File: config.mk
export PLATFORM = sky130hd
export DESIGN_NAME = multicycle_ctrl_flat
export DESIGN_NICKNAME = d
export VERILOG_FILES = /design/src/rtl/multicycle_ctrl_pkg.sv /design/src/rtl/multicycle_ctrl_if.sv /design/src/rtl/multicycle_ctrl_alu_op_decode.sv /design/src/rtl/multicycle_ctrl.sv /design/src/flat_wrapper.sv
export SDC_FILE = /design/constraint.sdc
export NUM_CORES = 1
export LEC_CHECK = 0
export BUFFER_PORTS_ARGS = -buffer_cell sky130_fd_sc_hd__buf_2
export CAP_MARGIN = 20
export CORE_MARGIN = 2
export CORE_UTILIZATION = 46
export DETAILED_ROUTE_END_ITERATION = 7
export GPL_ROUTABILITY_DRIVEN = 0
export GPL_TIMING_DRIVEN = 0
export PLACE_DENSITY = 0.81
export SLEW_MARGIN = 20
export SYNTH_ARGS = -nofsm -noshare
export SYNTH_HDL_FRONTEND = slang
export SYNTH_SLANG_ARGS = --single-unit
File: constraint.sdc
create_clock -name clk -period 3.4 [get_ports clk]
set_clock_uncertainty 0.15 [all_clocks]
set_input_delay 0.17 -clock clk [delete_from_list [all_inputs] [get_ports clk]]
set_output_delay 0.17 -clock clk [all_outputs]
set_load 0.02 [all_outputs]
File: src/rtl/multicycle_ctrl_pkg.sv
// Shared encodings for the multi-cycle controller: states, ALU ops,
// instruction fields and datapath mux selects.
package multicycle_ctrl_pkg;

  typedef enum logic [3:0] {
    S_FETCH     = 4'd0,
    S_DECODE    = 4'd1,
    S_MEM_ADDR  = 4'd2,
    S_MEM_RD    = 4'd3,
    S_MEM_WB    = 4'd4,
    S_MEM_WR    = 4'd5,
    S_EXEC_R    = 4'd6,
    S_R_WB      = 4'd7,
    S_BRANCH    = 4'd8,
    S_ADDI_EXEC = 4'd9,
    S_ADDI_WB   = 4'd10,
    S_JUMP      = 4'd11,
    S_TRAP      = 4'd12
  } state_e;

  typedef enum logic [2:0] {
    ALU_ADD = 3'b000,
    ALU_SUB = 3'b001,
    ALU_AND = 3'b010,
    ALU_OR  = 3'b011,
    ALU_NOR = 3'b100
  } alu_op_e;

  localparam logic [5:0] OP_RTYPE = 6'h00;
  localparam logic [5:0] OP_LW    = 6'h23;
  localparam logic [5:0] OP_SW    = 6'h2B;
  localparam logic [5:0] OP_BEQ   = 6'h04;
  localparam logic [5:0] OP_ADDI  = 6'h08;
  localparam logic [5:0] OP_J     = 6'h02;

  localparam logic [5:0] FN_ADD = 6'h20;
  localparam logic [5:0] FN_SUB = 6'h22;
  localparam logic [5:0] FN_AND = 6'h24;
  localparam logic [5:0] FN_OR  = 6'h25;
  localparam logic [5:0] FN_NOR = 6'h27;

  localparam logic [1:0] PC_SRC_ALU    = 2'b00;
  localparam logic [1:0] PC_SRC_ALUOUT = 2'b01;
  localparam logic [1:0] PC_SRC_JUMP   = 2'b10;
  localparam logic [1:0] PC_SRC_EXC    = 2'b11;

  localparam logic [1:0] SRCB_REG     = 2'b00;
  localparam logic [1:0] SRCB_FOUR    = 2'b01;
  localparam logic [1:0] SRCB_IMM     = 2'b10;
  localparam logic [1:0] SRCB_IMM_SH2 = 2'b11;

endpackage

File: src/rtl/multicycle_ctrl_if.sv
// Controller <-> datapath bundle: instruction fields and flags in,
// ALU operation, mux selects and strobes out.
interface multicycle_ctrl_if;
  logic [5:0] opcode;
  logic [5:0] funct;
  logic       zero;
  logic       ov;
  logic       mem_ready;
  logic [2:0] alu_op;
  logic       alu_src_a;
  logic [1:0] alu_src_b;
  logic       iord;
  logic       mem_read;
  logic       mem_write;
  logic       ir_write;
  logic       reg_write;
  logic       reg_dst;
  logic       mem_to_reg;
  logic       pc_write;
  logic [1:0] pc_src;
  logic       exc;
  logic [3:0] state;

  modport master (
    input  opcode, funct, zero, ov, mem_ready,
    output alu_op, alu_src_a, alu_src_b, iord, mem_read, mem_write, ir_write,
           reg_write, reg_dst, mem_to_reg, pc_write, pc_src, exc, state
  );

  modport slave (
    output opcode, funct, zero, ov, mem_ready,
    input  alu_op, alu_src_a, alu_src_b, iord, mem_read, mem_write, ir_write,
           reg_write, reg_dst, mem_to_reg, pc_write, pc_src, exc, state
  );
endinterface

File: src/rtl/multicycle_ctrl_alu_op_decode.sv
// R-type funct decode: ALU operation, legality, and whether overflow
// traps for this function (only add/sub are checked).
module alu_op_decode
  import multicycle_ctrl_pkg::*;
(
  input  logic [5:0] funct,
  output logic [2:0] alu_op,
  output logic       legal,
  output logic       ov_checked
);

  always_comb begin
    alu_op     = ALU_ADD;
    legal      = 1'b1;
    ov_checked = 1'b0;
    case (funct)
      FN_ADD: begin alu_op = ALU_ADD; ov_checked = 1'b1; end
      FN_SUB: begin alu_op = ALU_SUB; ov_checked = 1'b1; end
      FN_AND: alu_op = ALU_AND;
      FN_OR:  alu_op = ALU_OR;
      FN_NOR: alu_op = ALU_NOR;
      default: legal = 1'b0;
    endcase
  end

endmodule

File: src/rtl/multicycle_ctrl.sv
// Multi-cycle MIPS-subset control FSM: sequences fetch/decode/execute and
// drives ALU op, mux selects and strobes for the datapath.
//
// state     | meaning
// FETCH     | read instr at PC, PC+4; wait on mem_ready
// DECODE    | compute branch target, dispatch on opcode
// MEM_ADDR  | base + imm for lw/sw
// MEM_RD    | data read; wait on mem_ready
// MEM_WB    | load result to rt
// MEM_WR    | data write; wait on mem_ready
// EXEC_R    | R-type ALU op, overflow check for add/sub
// R_WB      | R-type result to rd
// BRANCH    | compare, take branch if zero
// ADDI_EXEC | rs + imm, overflow check
// ADDI_WB   | addi result to rt
// JUMP      | load jump target
// TRAP      | exception vector, one-cycle exc
module multicycle_ctrl
  import multicycle_ctrl_pkg::*;
(
  input  logic                clk,
  input  logic                rst_n,
  multicycle_ctrl_if.master   bus
);

  state_e     state_q, state_d;
  logic [2:0] fn_alu_op;
  logic       fn_legal;
  logic       fn_ov_checked;

  logic [2:0] alu_op;
  logic       alu_src_a;
  logic [1:0] alu_src_b;
  logic       iord, mem_read, mem_write, ir_write;
  logic       reg_write, reg_dst, mem_to_reg, pc_write;
  logic [1:0] pc_src;
  logic       exc;

  alu_op_decode u_alu_op_decode (
    .funct      (bus.funct),
    .alu_op     (fn_alu_op),
    .legal      (fn_legal),
    .ov_checked (fn_ov_checked)
  );

  // Strobes decode from the current state combinationally: FETCH/MEM_*
  // react to same-cycle mem_ready and BRANCH to same-cycle zero.
  always_comb begin
    state_d    = state_q;
    alu_op     = ALU_ADD;
    alu_src_a  = 1'b0;
    alu_src_b  = SRCB_REG;
    iord       = 1'b0;
    mem_read   = 1'b0;
    mem_write  = 1'b0;
    ir_write   = 1'b0;
    reg_write  = 1'b0;
    reg_dst    = 1'b0;
    mem_to_reg = 1'b0;
    pc_write   = 1'b0;
    pc_src     = PC_SRC_ALU;
    exc        = 1'b0;
    case (state_q)
      S_FETCH: begin
        mem_read  = 1'b1;
        alu_src_b = SRCB_FOUR;
        if (bus.mem_ready) begin
          ir_write = 1'b1;
          pc_write = 1'b1;
          state_d  = S_DECODE;
        end
      end
      S_DECODE: begin
        alu_src_b = SRCB_IMM_SH2;
        case (bus.opcode)
          OP_LW, OP_SW: state_d = S_MEM_ADDR;
          OP_RTYPE:     state_d = fn_legal ? S_EXEC_R : S_TRAP;
          OP_BEQ:       state_d = S_BRANCH;
          OP_ADDI:      state_d = S_ADDI_EXEC;
          OP_J:         state_d = S_JUMP;
          default:      state_d = S_TRAP;
        endcase
      end
      S_MEM_ADDR: begin
        alu_src_a = 1'b1;
        alu_src_b = SRCB_IMM;
        state_d   = (bus.opcode == OP_LW) ? S_MEM_RD : S_MEM_WR;
      end
      S_MEM_RD: begin
        mem_read = 1'b1;
        iord     = 1'b1;
        if (bus.mem_ready) state_d = S_MEM_WB;
      end
      S_MEM_WB: begin
        reg_write  = 1'b1;
        mem_to_reg = 1'b1;
        state_d    = S_FETCH;
      end
      S_MEM_WR: begin
        mem_write = 1'b1;
        iord      = 1'b1;
        if (bus.mem_ready) state_d = S_FETCH;
      end
      S_EXEC_R: begin
        alu_src_a = 1'b1;
        alu_op    = fn_alu_op;
        state_d   = (bus.ov && fn_ov_checked) ? S_TRAP : S_R_WB;
      end
      S_R_WB: begin
        reg_write = 1'b1;
        reg_dst   = 1'b1;
        state_d   = S_FETCH;
      end
      S_BRANCH: begin
        alu_src_a = 1'b1;
        alu_op    = ALU_SUB;
        pc_src    = PC_SRC_ALUOUT;
        pc_write  = bus.zero;
        state_d   = S_FETCH;
      end
      S_ADDI_EXEC: begin
        alu_src_a = 1'b1;
        alu_src_b = SRCB_IMM;
        state_d   = bus.ov ? S_TRAP : S_ADDI_WB;
      end
      S_ADDI_WB: begin
        reg_write = 1'b1;
        state_d   = S_FETCH;
      end
      S_JUMP: begin
        pc_src   = PC_SRC_JUMP;
        pc_write = 1'b1;
        state_d  = S_FETCH;
      end
      S_TRAP: begin
        exc      = 1'b1;
        pc_src   = PC_SRC_EXC;
        pc_write = 1'b1;
        state_d  = S_FETCH;
      end
      default: state_d = S_FETCH;
    endcase
  end

  always_ff @(posedge clk or negedge rst_n) begin
    if (!rst_n) state_q <= S_FETCH;
    else        state_q <= state_d;
  end

  assign bus.alu_op     = alu_op;
  assign bus.alu_src_a  = alu_src_a;
  assign bus.alu_src_b  = alu_src_b;
  assign bus.iord       = iord;
  assign bus.mem_read   = mem_read;
  assign bus.mem_write  = mem_write;
  assign bus.ir_write   = ir_write;
  assign bus.reg_write  = reg_write;
  assign bus.reg_dst    = reg_dst;
  assign bus.mem_to_reg = mem_to_reg;
  assign bus.pc_write   = pc_write;
  assign bus.pc_src     = pc_src;
  assign bus.exc        = exc;
  assign bus.state      = state_q;

endmodule

File: src/flat_wrapper.sv
// flat-port wrapper written by rule: the top's interface ports become plain ports
module multicycle_ctrl_flat import multicycle_ctrl_pkg::*;
  (clk, rst_n, bus_opcode, bus_funct, bus_zero, bus_ov, bus_mem_ready, bus_alu_op, bus_alu_src_a, bus_alu_src_b, bus_iord, bus_mem_read, bus_mem_write, bus_ir_write, bus_reg_write, bus_reg_dst, bus_mem_to_reg, bus_pc_write, bus_pc_src, bus_exc, bus_state);
  multicycle_ctrl_if bus_i ();
  input  logic clk;
  input  logic rst_n;
  input wire logic [$bits(bus_i.opcode)-1:0] bus_opcode;
  input wire logic [$bits(bus_i.funct)-1:0] bus_funct;
  input wire logic [$bits(bus_i.zero)-1:0] bus_zero;
  input wire logic [$bits(bus_i.ov)-1:0] bus_ov;
  input wire logic [$bits(bus_i.mem_ready)-1:0] bus_mem_ready;
  output wire logic [$bits(bus_i.alu_op)-1:0] bus_alu_op;
  output wire logic [$bits(bus_i.alu_src_a)-1:0] bus_alu_src_a;
  output wire logic [$bits(bus_i.alu_src_b)-1:0] bus_alu_src_b;
  output wire logic [$bits(bus_i.iord)-1:0] bus_iord;
  output wire logic [$bits(bus_i.mem_read)-1:0] bus_mem_read;
  output wire logic [$bits(bus_i.mem_write)-1:0] bus_mem_write;
  output wire logic [$bits(bus_i.ir_write)-1:0] bus_ir_write;
  output wire logic [$bits(bus_i.reg_write)-1:0] bus_reg_write;
  output wire logic [$bits(bus_i.reg_dst)-1:0] bus_reg_dst;
  output wire logic [$bits(bus_i.mem_to_reg)-1:0] bus_mem_to_reg;
  output wire logic [$bits(bus_i.pc_write)-1:0] bus_pc_write;
  output wire logic [$bits(bus_i.pc_src)-1:0] bus_pc_src;
  output wire logic [$bits(bus_i.exc)-1:0] bus_exc;
  output wire logic [$bits(bus_i.state)-1:0] bus_state;
  assign bus_i.opcode = bus_opcode;
  assign bus_i.funct = bus_funct;
  assign bus_i.zero = bus_zero;
  assign bus_i.ov = bus_ov;
  assign bus_i.mem_ready = bus_mem_ready;
  assign bus_alu_op = bus_i.alu_op;
  assign bus_alu_src_a = bus_i.alu_src_a;
  assign bus_alu_src_b = bus_i.alu_src_b;
  assign bus_iord = bus_i.iord;
  assign bus_mem_read = bus_i.mem_read;
  assign bus_mem_write = bus_i.mem_write;
  assign bus_ir_write = bus_i.ir_write;
  assign bus_reg_write = bus_i.reg_write;
  assign bus_reg_dst = bus_i.reg_dst;
  assign bus_mem_to_reg = bus_i.mem_to_reg;
  assign bus_pc_write = bus_i.pc_write;
  assign bus_pc_src = bus_i.pc_src;
  assign bus_exc = bus_i.exc;
  assign bus_state = bus_i.state;
  multicycle_ctrl u_core (.clk(clk), .rst_n(rst_n), .bus(bus_i));
endmodule
==> results.md, run 1 <==
- Critical Path Sink Type: primary output
- Largest register FFs: 4
- Insertion delay to the later sink of the worst-skew pair: 0.24 ns
- Top Family by Delay on Critical Path: flip-flops
- Post-layout min period: slightly below 2 ns
- Logic pwr share: 77.5%
- I/O pins: 38
- Die X-Extent: 42.08 µm
- Critical path's largest stage delay: 0.39 ns
- Avg WL per Cell: 12.12 µm
- Critical path depth: 6
- Starting Density: 50.00%
- Routed via count: 866
- Worst-path cell chain: buf_2 > nor2_1 > nand2_1 > mux2_2 > o21ai_0 > buf_2
- Crit Path Category: reg2out
- Area Overhead vs Synth: 35.46%
- CP required: between 3 and 4 ns
- Period Utilization, post-route: approximately 58%
- Cell mode on critical path: buf_2
- Leak: 0.4443 nW
- Slowest library cell on the worst path: dfrtp_1
- Power, Total: 0.6333 mW
- Synth cell types: 35
- Mapped Area: between 600 and 700 µm²
- CP Launch Type: flip-flop
- Pin count of the biggest net entering global routing: 11
- Clk buf depth: 2
- Slew HR: between 60% and 70%
- Reg2reg end: u_core.bus.state[1]
- Most common cell after layout, fill and taps aside: buf_2
- Register area share after synthesis: between 15 and 20%
- TNS Setup: 0 ns
- Post-DP HPWL: 1.479 mm
- Total CTS buffers: 3
- Ys async rst share: 100.0%
- Peak Freq: between 500 and 600 MHz
- First-pass GRT wire length: 3.201 mm
- DR DRC count: 0
- Yosys warns: 0
- Worst Hold Class: in2async
- Max_cap viols: 0
- CTS resizes: 0
- Clock share of power: a little under a tenth
- Final WL: around 1.9 mm
- Antenna fix cells: 0
- Part of the power in registers: 13.1%
- 1st-iter DRT viols: 26
- Setup repair after global routing missed its margin: no
- Post-Syn Area per Cell: 6.875 µm²
- Total GRT Usage: 22.39%
- Initial antenna violation count: 0
- Synth Instances: 97
- Sw Share: 54.31%
- Internal power: 0.2893 mW
- Hold-fix buffer count after cts: 1
- Die height: 42.08 µm
- Crit path DAT: 1.66 ns
- Filler cells: 113
- Buffers added on ports: 37
- # setup viols final: 0
- Layout cell share with drive strength beyond 1: between 30% and 40%
- Die area: 1770 µm²
- Switching power: 0.3439 mW
- Max-slew violations: 0
- Via density: ~5.7
- Setup bufs post-CTS: 0
- Layout Nets: ~160
- CTS root buffer: clkbuf_4
- Worst slew pin tran: 0.4833 ns
- Outcome: complete, no violations
- Core Area: 1334 µm²
- Final hold vios: 0
- First drt pass iteration count: 4
- Worst path buffer plus inverter count: 2
- Reg2reg setup slack: approximately 1.8 ns
- Worst vdd ir: approximately 0.36 mV
- R2R Path Start: u_core.bus.state[3]
- CTS tree: done
- Syn Nets: approximately 110
- Clock Sink Count: 4
- Main synth FF type: dfrtp_1
- Number of synthesized flops with an enable pin: 0
- Worst reg2reg path depth: 5
- WHS: between 0.1 and 0.15 ns
- Grt ovf: 0
- ANT nets after route: 0
- Clk pin slew, worst setup/hold paths: 0.04 ns
- Most frequent cells in the layout: buf_2 (43), nor2_1 (12), nor3_1 (9)
- CP Max Fanout: 10
- Synth Register Bits: 4
- Vias in the first global route: 744
- Row count: 13
- Power per cell area: 701.0 nW/µm²
- H-tree Lvls: 1
[final cells by class]
class	instances	area, µm²	area share, %
clock buffer	3	22.52	2.493
timing repair buffer	38	195.2	21.61
sequential	4	100.1	11.08
tap	15	18.77	2.078
buffer	7	41.29	4.571
multi-input combinational	85	521.8	57.76
inverter	1	3.754	0.4155
[routing by layer]
layer  part of all wire [%]  GRT usage (%)  vias to the layer above
li1                       -              -                      448
met1                     45          29.64                      373
met2                     46          34.69                       43
met3                    8.7          6.897                        2
met4                   0.43          6.875                        0
met5                      0              0                        -
[power groups by stage]
| stage | clock [mW] | combinational (mW) | sequential, mW |
|---|---|---|---|
| 5_1_grt | 0.0646 | 0.540 | 0.0862 |
| 2_1_floorplan | 0 | 0.332 | 0.101 |
| 6_report | 0.0599 | 0.491 | 0.0827 |
| 4_1_cts | 0.0614 | 0.491 | 0.0826 |
| 3_5_place_dp | 0 | 0.488 | 0.0829 |
| 3_3_place_gp | 0 | 0.483 | 0.0826 |
[synth_stat cells, types with 3 or more instances]
cell / instances / area [µm²]
nor2_1: 12 / 45.04
nor3_1: 9 / 45.04
nand2_1: 7 / 26.28
nand2b_1: 7 / 43.79
buf_2: 6 / 30.03
o21ai_0: 6 / 30.03
a21oi_1: 5 / 25.02
dfrtp_1: 4 / 100.1
nand3b_1: 4 / 30.03
nand3_1: 3 / 15.01
nor4_1: 3 / 18.77
[logic make-up after synthesis]
logic type | Yosys count | synth area share, %
buf+inv | 8 | 6.754
mux | 2 | 3.189
xor+xnor | 2 | 2.627
flops | 4 | 15.01
simple gates | 57 | 48.03
compound gates | 24 | 24.39
[worst reg2reg max path: cells and delay by family (launching register included)]
| kind | cells | cell delay [ns] |
|---|---|---|
| compound gates | 2 | 0.29 |
| buf+inv | 1 | 0.17 |
| flops | 1 | 0.36 |
| simple gates | 2 | 0.59 |
[stage by stage]
stage | instance area, µm² | util, % | setup slack, ns | instances
after floorplan | 666.9 | - | 1.437 | 97
after global placement | 870.8 | 65.29 | 1.680 | 149
after detailed placement | 870.8 | 65.29 | 1.675 | 149
after CTS | 903.4 | 67.73 | 1.416 | 153
after global routing | 903.4 | 67.73 | 1.288 | 153
final | 903.4 | 67.73 | 1.423 | 153
[worst max path at each step]
| stage | from | end | slack (ns) |
|---|---|---|---|
| final | u_core.bus.state[0] | bus_pc_write | 1.42 |
| after global routing | u_core.bus.state[0] | bus_pc_write | 1.29 |
| after global placement | u_core.bus.state[0] | bus_pc_write | 1.68 |
| after detailed placement | u_core.bus.state[0] | bus_pc_write | 1.68 |
| after floorplan | u_core.bus.state[3] | bus_pc_write | 1.44 |
| after CTS | u_core.bus.state[0] | bus_pc_write | 1.42 |
(Power assumes the default switching activity.)
==> run 2, diff against run 1 <==
--- a/config.mk
+++ b/config.mk
@@ -5,14 +5,15 @@
 export SDC_FILE = /design/constraint.sdc
 export NUM_CORES = 1
 export LEC_CHECK = 0
+export ABC_AREA = 1
 export BUFFER_PORTS_ARGS = -buffer_cell sky130_fd_sc_hd__buf_2
 export CAP_MARGIN = 20
 export CORE_MARGIN = 2
-export CORE_UTILIZATION = 46
+export CORE_UTILIZATION = 42
 export DETAILED_ROUTE_END_ITERATION = 7
 export GPL_ROUTABILITY_DRIVEN = 0
 export GPL_TIMING_DRIVEN = 0
-export PLACE_DENSITY = 0.81
+export PLACE_DENSITY = 0.76
 export SLEW_MARGIN = 20
 export SYNTH_ARGS = -nofsm -noshare
 export SYNTH_HDL_FRONTEND = slang
==> constraint.sdc (replaced) <==
create_clock -name clk -period 2.1 [get_ports clk]
set_clock_uncertainty 0.15 [all_clocks]
set_input_delay 0.105 -clock clk [delete_from_list [all_inputs] [get_ports clk]]
set_output_delay 0.105 -clock clk [all_outputs]
set_load 0.02 [all_outputs]
==> run 2 against run 1 <==
Against the previous run:
- non-clock buffer count shrank 7
- sequential share of layout area grew 0.25 points
- worst setup slack got worse by 1.1 ns
- via count up 4.5%
- area after synthesis decreased by 3.2%
==> results.md, run 2 <==
- Die area: 1867 µm²
- CTS tree: done
- Routed via count: about 910
- CTS root buffer: clkbuf_4
- Most frequent cells after synthesis: nand2_1 (35), inv_1 (28), nor2_1 (27), nand3_1 (12), o21ai_0 (8)
- Pin count of the biggest net entering global routing: 7
- H-tree Lvls: 1
- Logic pwr share: 74.8%
- Critical Path Sink Type: primary output
- Buffers added on ports: 37
- Cell taking the most area after synthesis: nand2_1
- Power, Total: around 0.93 mW
- Clk buf depth: 2
- Routing usage on met1: 23.20%
- Worst-path cell chain: inv_1 > nand2_2 > nor2_2 > inv_2 > nor4_4 > nand2_1 > nand3_1 > buf_2
- Starting Density: 43.88%
- Post-layout min period: about 1.8 ns
- Power per cell area: 1052 nW/µm²
- Clock share of power: about a tenth
- Main synth FF type: dfrtp_1
- Row count: 14
- Synth cell types: 16
- Most instantiated library cell after synthesis: nand2_1
- Number of synthesized flops with an enable pin: 0
- Global routing usage on met3: 3.404%
- Register area share after synthesis: approximately 16%
- Worst slew pin tran: between 0.2 and 0.25 ns
- DR DRC count: 0
- Worst vdd ir: 0.7617 mV
- Final cell count without fillers: 187
- Most frequent cells in the layout: buf_2 (37), nand2_1 (35), inv_1 (28)
- Antenna fix cells: 0
- 1st-iter DRT viols: 19
- Layout Nets: 190
- Max_cap viols: 0
- Synth Instances: 130
- Critical path's largest stage delay: 0.39 ns
- Total CTS buffers: 3
- Insertion delay to the later sink of the worst-skew pair: ~0.24 ns
- Sw Share: 58.26%
- ANT nets after route: 0
- CP required: 1.85 ns
- Top post-synthesis cells by area: nand2_1 (20%), inv_1 (16%), nor2_1 (16%)
- Outcome: complete, no violations
- Post-Syn Area per Cell: 4.966 µm²
- Most common cell after layout, fill and taps aside: buf_2
- Crit path DAT: 1.56 ns
- Max-slew violations: 0
- Layout cell share with drive strength beyond 1: 28.07%
- Ys async rst share: 100.0%
- Initial antenna violation count: 0
- Post-DP HPWL: about 1.5 mm
- TNS Setup: 0 ns
- Yosys top cell area share: 20.35%
- GR Util met2: 37.61%
- Part of the power in registers: 14.9%
- Top Family by Delay on Critical Path: simple AND/OR/NAND/NOR gates
- Grt ovf: 0
- Synth Register Bits: 4
- Slowest library cell on the worst path: dfrtp_1
- WHS: 0.01109 ns
- CP Max Fanout: 4
- Clk pin slew, worst setup/hold paths: 0.03 ns
- Internal power: 0.3878 mW
- Leak: 0.6124 nW
- I/O pins: 38
- First-pass GRT wire length: 2.967 mm
- Via density: around 4.8
- Period Utilization, post-route: 86.55%
- Core Area: 1471 µm²
- Cells after DPL: 183
- Peak Freq: 550.2 MHz
- Switching power: roughly 0.54 mW
- Die height: 43.21 µm
- Area Overhead vs Synth: 36.82%
- Worst Hold Class: in2reg
- Worst path buffer plus inverter count: 3
- Mapped Area: 645.6 µm²
- Setup bufs post-CTS: 0
- Syn Nets: 147
- Total GRT Usage: roughly a fifth
- Setup repair after global routing missed its margin: no
- # setup viols final: 0
- CP Launch Type: flip-flop
- GR peak layer: met2
- Clock Sink Count: 4
- Vias in the first global route: 784
- Largest register FFs: 4
- Slew HR: between 80% and 90%
- First drt pass iteration count: 4
- Avg WL per Cell: 9.439 µm
- Die X-Extent: 43.21 µm
- Final WL: around 1.8 mm
- Crit Path Category: reg2out
- Yosys warns: 0
- Final hold vios: 0
==> run 2: worst min-delay path: stages <==
cell     delay, ns
buf_2         0.10
a31oi_1       0.08
nand2_1       0.07
==> run 2: final timing paths <==
| kind | from | end | slack, ns | cells past startpoint |
|---|---|---|---|---|
| setup / recovery | u_core.bus.state[3] | bus_alu_op[0] | 0.28 | 8 |
| hold / removal | bus_ov | u_core.bus.state[3] | 0.01 | 3 |
| setup reg to reg | u_core.bus.state[2] | u_core.bus.state[2] | 0.62 | 9 |
| hold reg to reg | u_core.bus.state[3] | u_core.bus.state[1] | 0.49 | 3 |
| max in group asynchronous | rst_n | u_core.bus.state[3] | 1.61 | 2 |
| min in group asynchronous | rst_n | u_core.bus.state[0] | 0.07 | 2 |
==> run 2: power by group through the flow <==
| stage | Clock (mW) | Sequential, mW | Combinational (mW) |
|---|---|---|---|
| after floorplan | 0 | 0.172 | 0.447 |
| after global placement | 0 | 0.139 | 0.688 |
| after detailed placement | 0 | 0.139 | 0.699 |
| after CTS | 0.0956 | 0.138 | 0.703 |
| after global routing | 0.0972 | 0.144 | 0.781 |
| final | 0.0962 | 0.138 | 0.695 |
==> run 2: layer usage <==
metal	vias to the layer above	routed length, µm
met1	394	734
li1	480	-
met2	26	932
met4	0	19
met3	5	78
met5	-	0
==> run 2: cell families after synthesis <==
| logic type | synth area share, % |
|---|---|
| flops | 15.50 |
| simple gates | 56.20 |
| buf+inv | 17.44 |
| compound gates | 10.85 |
==> run 2: repair_timing <==
item                                   4_1_cts  5_1_grt
hold buffers                                 1        0
resized for setup                            0        0
setup endpoints to repair                    0        0
endpoints found under the hold margin        4        0
==> run 2: final cells by class <==
class                      instances  area [µm²]
clock buffer                       3       22.52
tap                               16       20.02
timing repair buffer              38       195.2
sequential                         4       100.1
inverter                          30       112.6
fill                             154       588.1
multi-input combinational         96       432.9
==> run 2: metrics by stage <==
stage / instance area, µm² / utilization, % / setup WS [ns]
after floorplan: 645.6 / - / 0.2848
after global placement: 850.8 / 57.82 / 0.5532
after detailed placement: 850.8 / 57.82 / 0.5329
after CTS: 883.3 / 60.03 / 0.2785
after global routing: 883.3 / 60.03 / 0.1507
final: 883.3 / 60.03 / 0.2825
==> run 3, diff against run 2 <==
==> constraint.sdc (replaced) <==
create_clock -name clk -period 2.1 [get_ports clk]
set_clock_uncertainty 0.15 [all_clocks]
set_input_delay 0.105 -clock clk [delete_from_list [all_inputs] [get_ports clk]]
set_output_delay 0.105 -clock clk [all_outputs]
set_load 0.1 [all_outputs]
==> run 3 against run 2 <==
Against the previous run:
- wire length increased by 0.91%
- global-route usage rose by 1.2 points
- die area is the same
- via count down 0.44%
- register-to-register slack worse by 0.09 ns
- design area rose by 14%
- first-iteration DRC count decreased by 47%
- clock-buffer cell count unchanged
- flip-flop and latch count is the same
- non-clock buffer count unchanged
- worst setup slack worse by 0.12 ns
- critical path type unchanged
- critical endpoint is now bus_pc_src[1]
- largest cell class unchanged
==> results.md, run 3 (synthesized netlist as in run 2, its figures left out) <==
- Outcome: complete, no violations
- Final hold vios: 0
- Layout cell share with drive strength beyond 1: 39.18%
- Crit Path Category: reg2out
- First drt pass iteration count: 5
- Pin count of the biggest net entering global routing: 7
- Layout Nets: 190
- Slowest library cell on the worst path: dfrtp_4
- Vias in the first global route: 787
- Area Overhead vs Synth: 55.62%
- Max_cap viols: 0
- Worst-path cell chain: nor2_1 > inv_1 > nor2_4 > a21oi_2 > clkinvlp_4 > buf_2
- Total GRT Usage: 21.66%
- Via density: 4.818
- Routed via count: 901
- Peak Freq: 514.9 MHz
- Buffers added on ports: 37
- Clk pin slew, worst setup/hold paths: 0.04 ns
- CTS root buffer: clkbuf_4
- Post-DP HPWL: 1.480 mm
- Period Utilization, post-route: a little over 90%
- CP Max Fanout: 4
- Insertion delay to the later sink of the worst-skew pair: 0.24 ns
- Die area: 1867 µm²
- Worst path buffer plus inverter count: 3
- Clock Sink Count: 4
- CP Launch Type: flip-flop
- CP required: between 1.5 and 2 ns
- H-tree Lvls: 1
- CTS tree: done
- Grt ovf: 0
- Post-layout min period: 1.942 ns
- Avg WL per Cell: 9.524 µm
- Antenna fix cells: 0
- R2R Path Start: u_core.bus.state[2]
- Slew HR: 67.12%
- # setup viols final: 0
- Top Family by Delay on Critical Path: buffers and inverters
- Crit path from: u_core.bus.state[0]
- Setup repair after global routing missed its margin: no
- 1st-iter DRT viols: 10
- Final WL: 1.781 mm
- Most frequent cells in the layout: nand2_1 (34), buf_2 (32), inv_1 (25)
- I/O pins: 38
- Crit path DAT: ~1.7 ns
- Critical Path Sink Type: primary output
- Core Area: about 1500 µm²
- Total CTS buffers: 3
- ANT nets after route: 0
- Critical path's largest stage delay: 0.50 ns
- Hold Startpoint: bus_ov
- Die height: 43.21 µm
- Max-slew violations: 0
- Die X-Extent: 43.21 µm
- Post-route core utilization: between 60 and 70%
- Worst slew pin tran: roughly 0.5 ns
- DR DRC count: 0
- Initial antenna violation count: 0
- Largest register FFs: 4
- Most common cell after layout, fill and taps aside: nand2_1
- Worst Hold Class: in2reg
- Clk buf depth: 2
- Row count: 14
- Starting Density: 43.88%
- First-pass GRT wire length: 3.167 mm
## run 3: final timing paths
check                           cells after the start  slack (ns)                  end
worst max register to register                      6        0.53  u_core.bus.state[0]
min in group asynchronous                           2        0.06  u_core.bus.state[1]
worst max-delay path                                6        0.16        bus_pc_src[1]
worst min-delay path                                3        0.02  u_core.bus.state[3]
worst min register to register                      3        0.54  u_core.bus.state[1]
max in group asynchronous                           2        1.60  u_core.bus.state[0]
## run 3: layout make-up
cell class	count	area (µm²)
Sequential cell	4	115.1
Fill cell	139	466.7
Timing Repair Buffer	38	227.7
Multi-Input combinational cell	96	498.0
Inverter	30	121.4
Clock buffer	3	22.52
Tap cell	16	20.02
## run 3: stage by stage
| stage | area, µm² | setup WS, ns | cells | hold WS [ns] | setup TNS (ns) |
|---|---|---|---|---|---|
| after floorplan | 732.0 | -0.8400 | 130 | -0.3406 | -2.948 |
| after global placement | 937.1 | 0.1086 | 183 | -0.2395 | 0 |
| after detailed placement | 937.1 | 0.1049 | 183 | -0.2367 | 0 |
| after CTS | 975.9 | 0.005757 | 187 | 0.01134 | 0 |
| after global routing | 1005 | 0.04208 | 187 | 0.03965 | 0 |
| final | 1005 | 0.1580 | 187 | 0.02111 | 0 |
## run 3: timing repair
action / CTS / global route
pin swaps: 0 / 2
resized for setup: 2 / 12
endpoints found under the setup margin: 1 / 5
hold buffers: 1 / 0
buffers inserted: 0 / 0
hold endpoints to repair: 4 / 0
## run 3: worst reg2reg max path, cell delays in order, from the launching register on
cell and delay [ns]:
dfrtp_4 0.50, nor2_2 0.19, nand2_1 0.18, nand2_2 0.12, o21ai_2 0.07, or2_1 0.21, nand2_1 0.07
## run 3: layer usage
metal	vias up	share of wire [%]	global-route usage (%)
met5	-	0	0
met4	0	0	5.455
met3	0	5.7	3.404
met2	32	50	36.72
met1	387	44	28.28
li1	482	-	-
Power of run 3 is not shown: default switching activity piles up to over one toggle a cycle in this logic, so the estimate is an artifact.
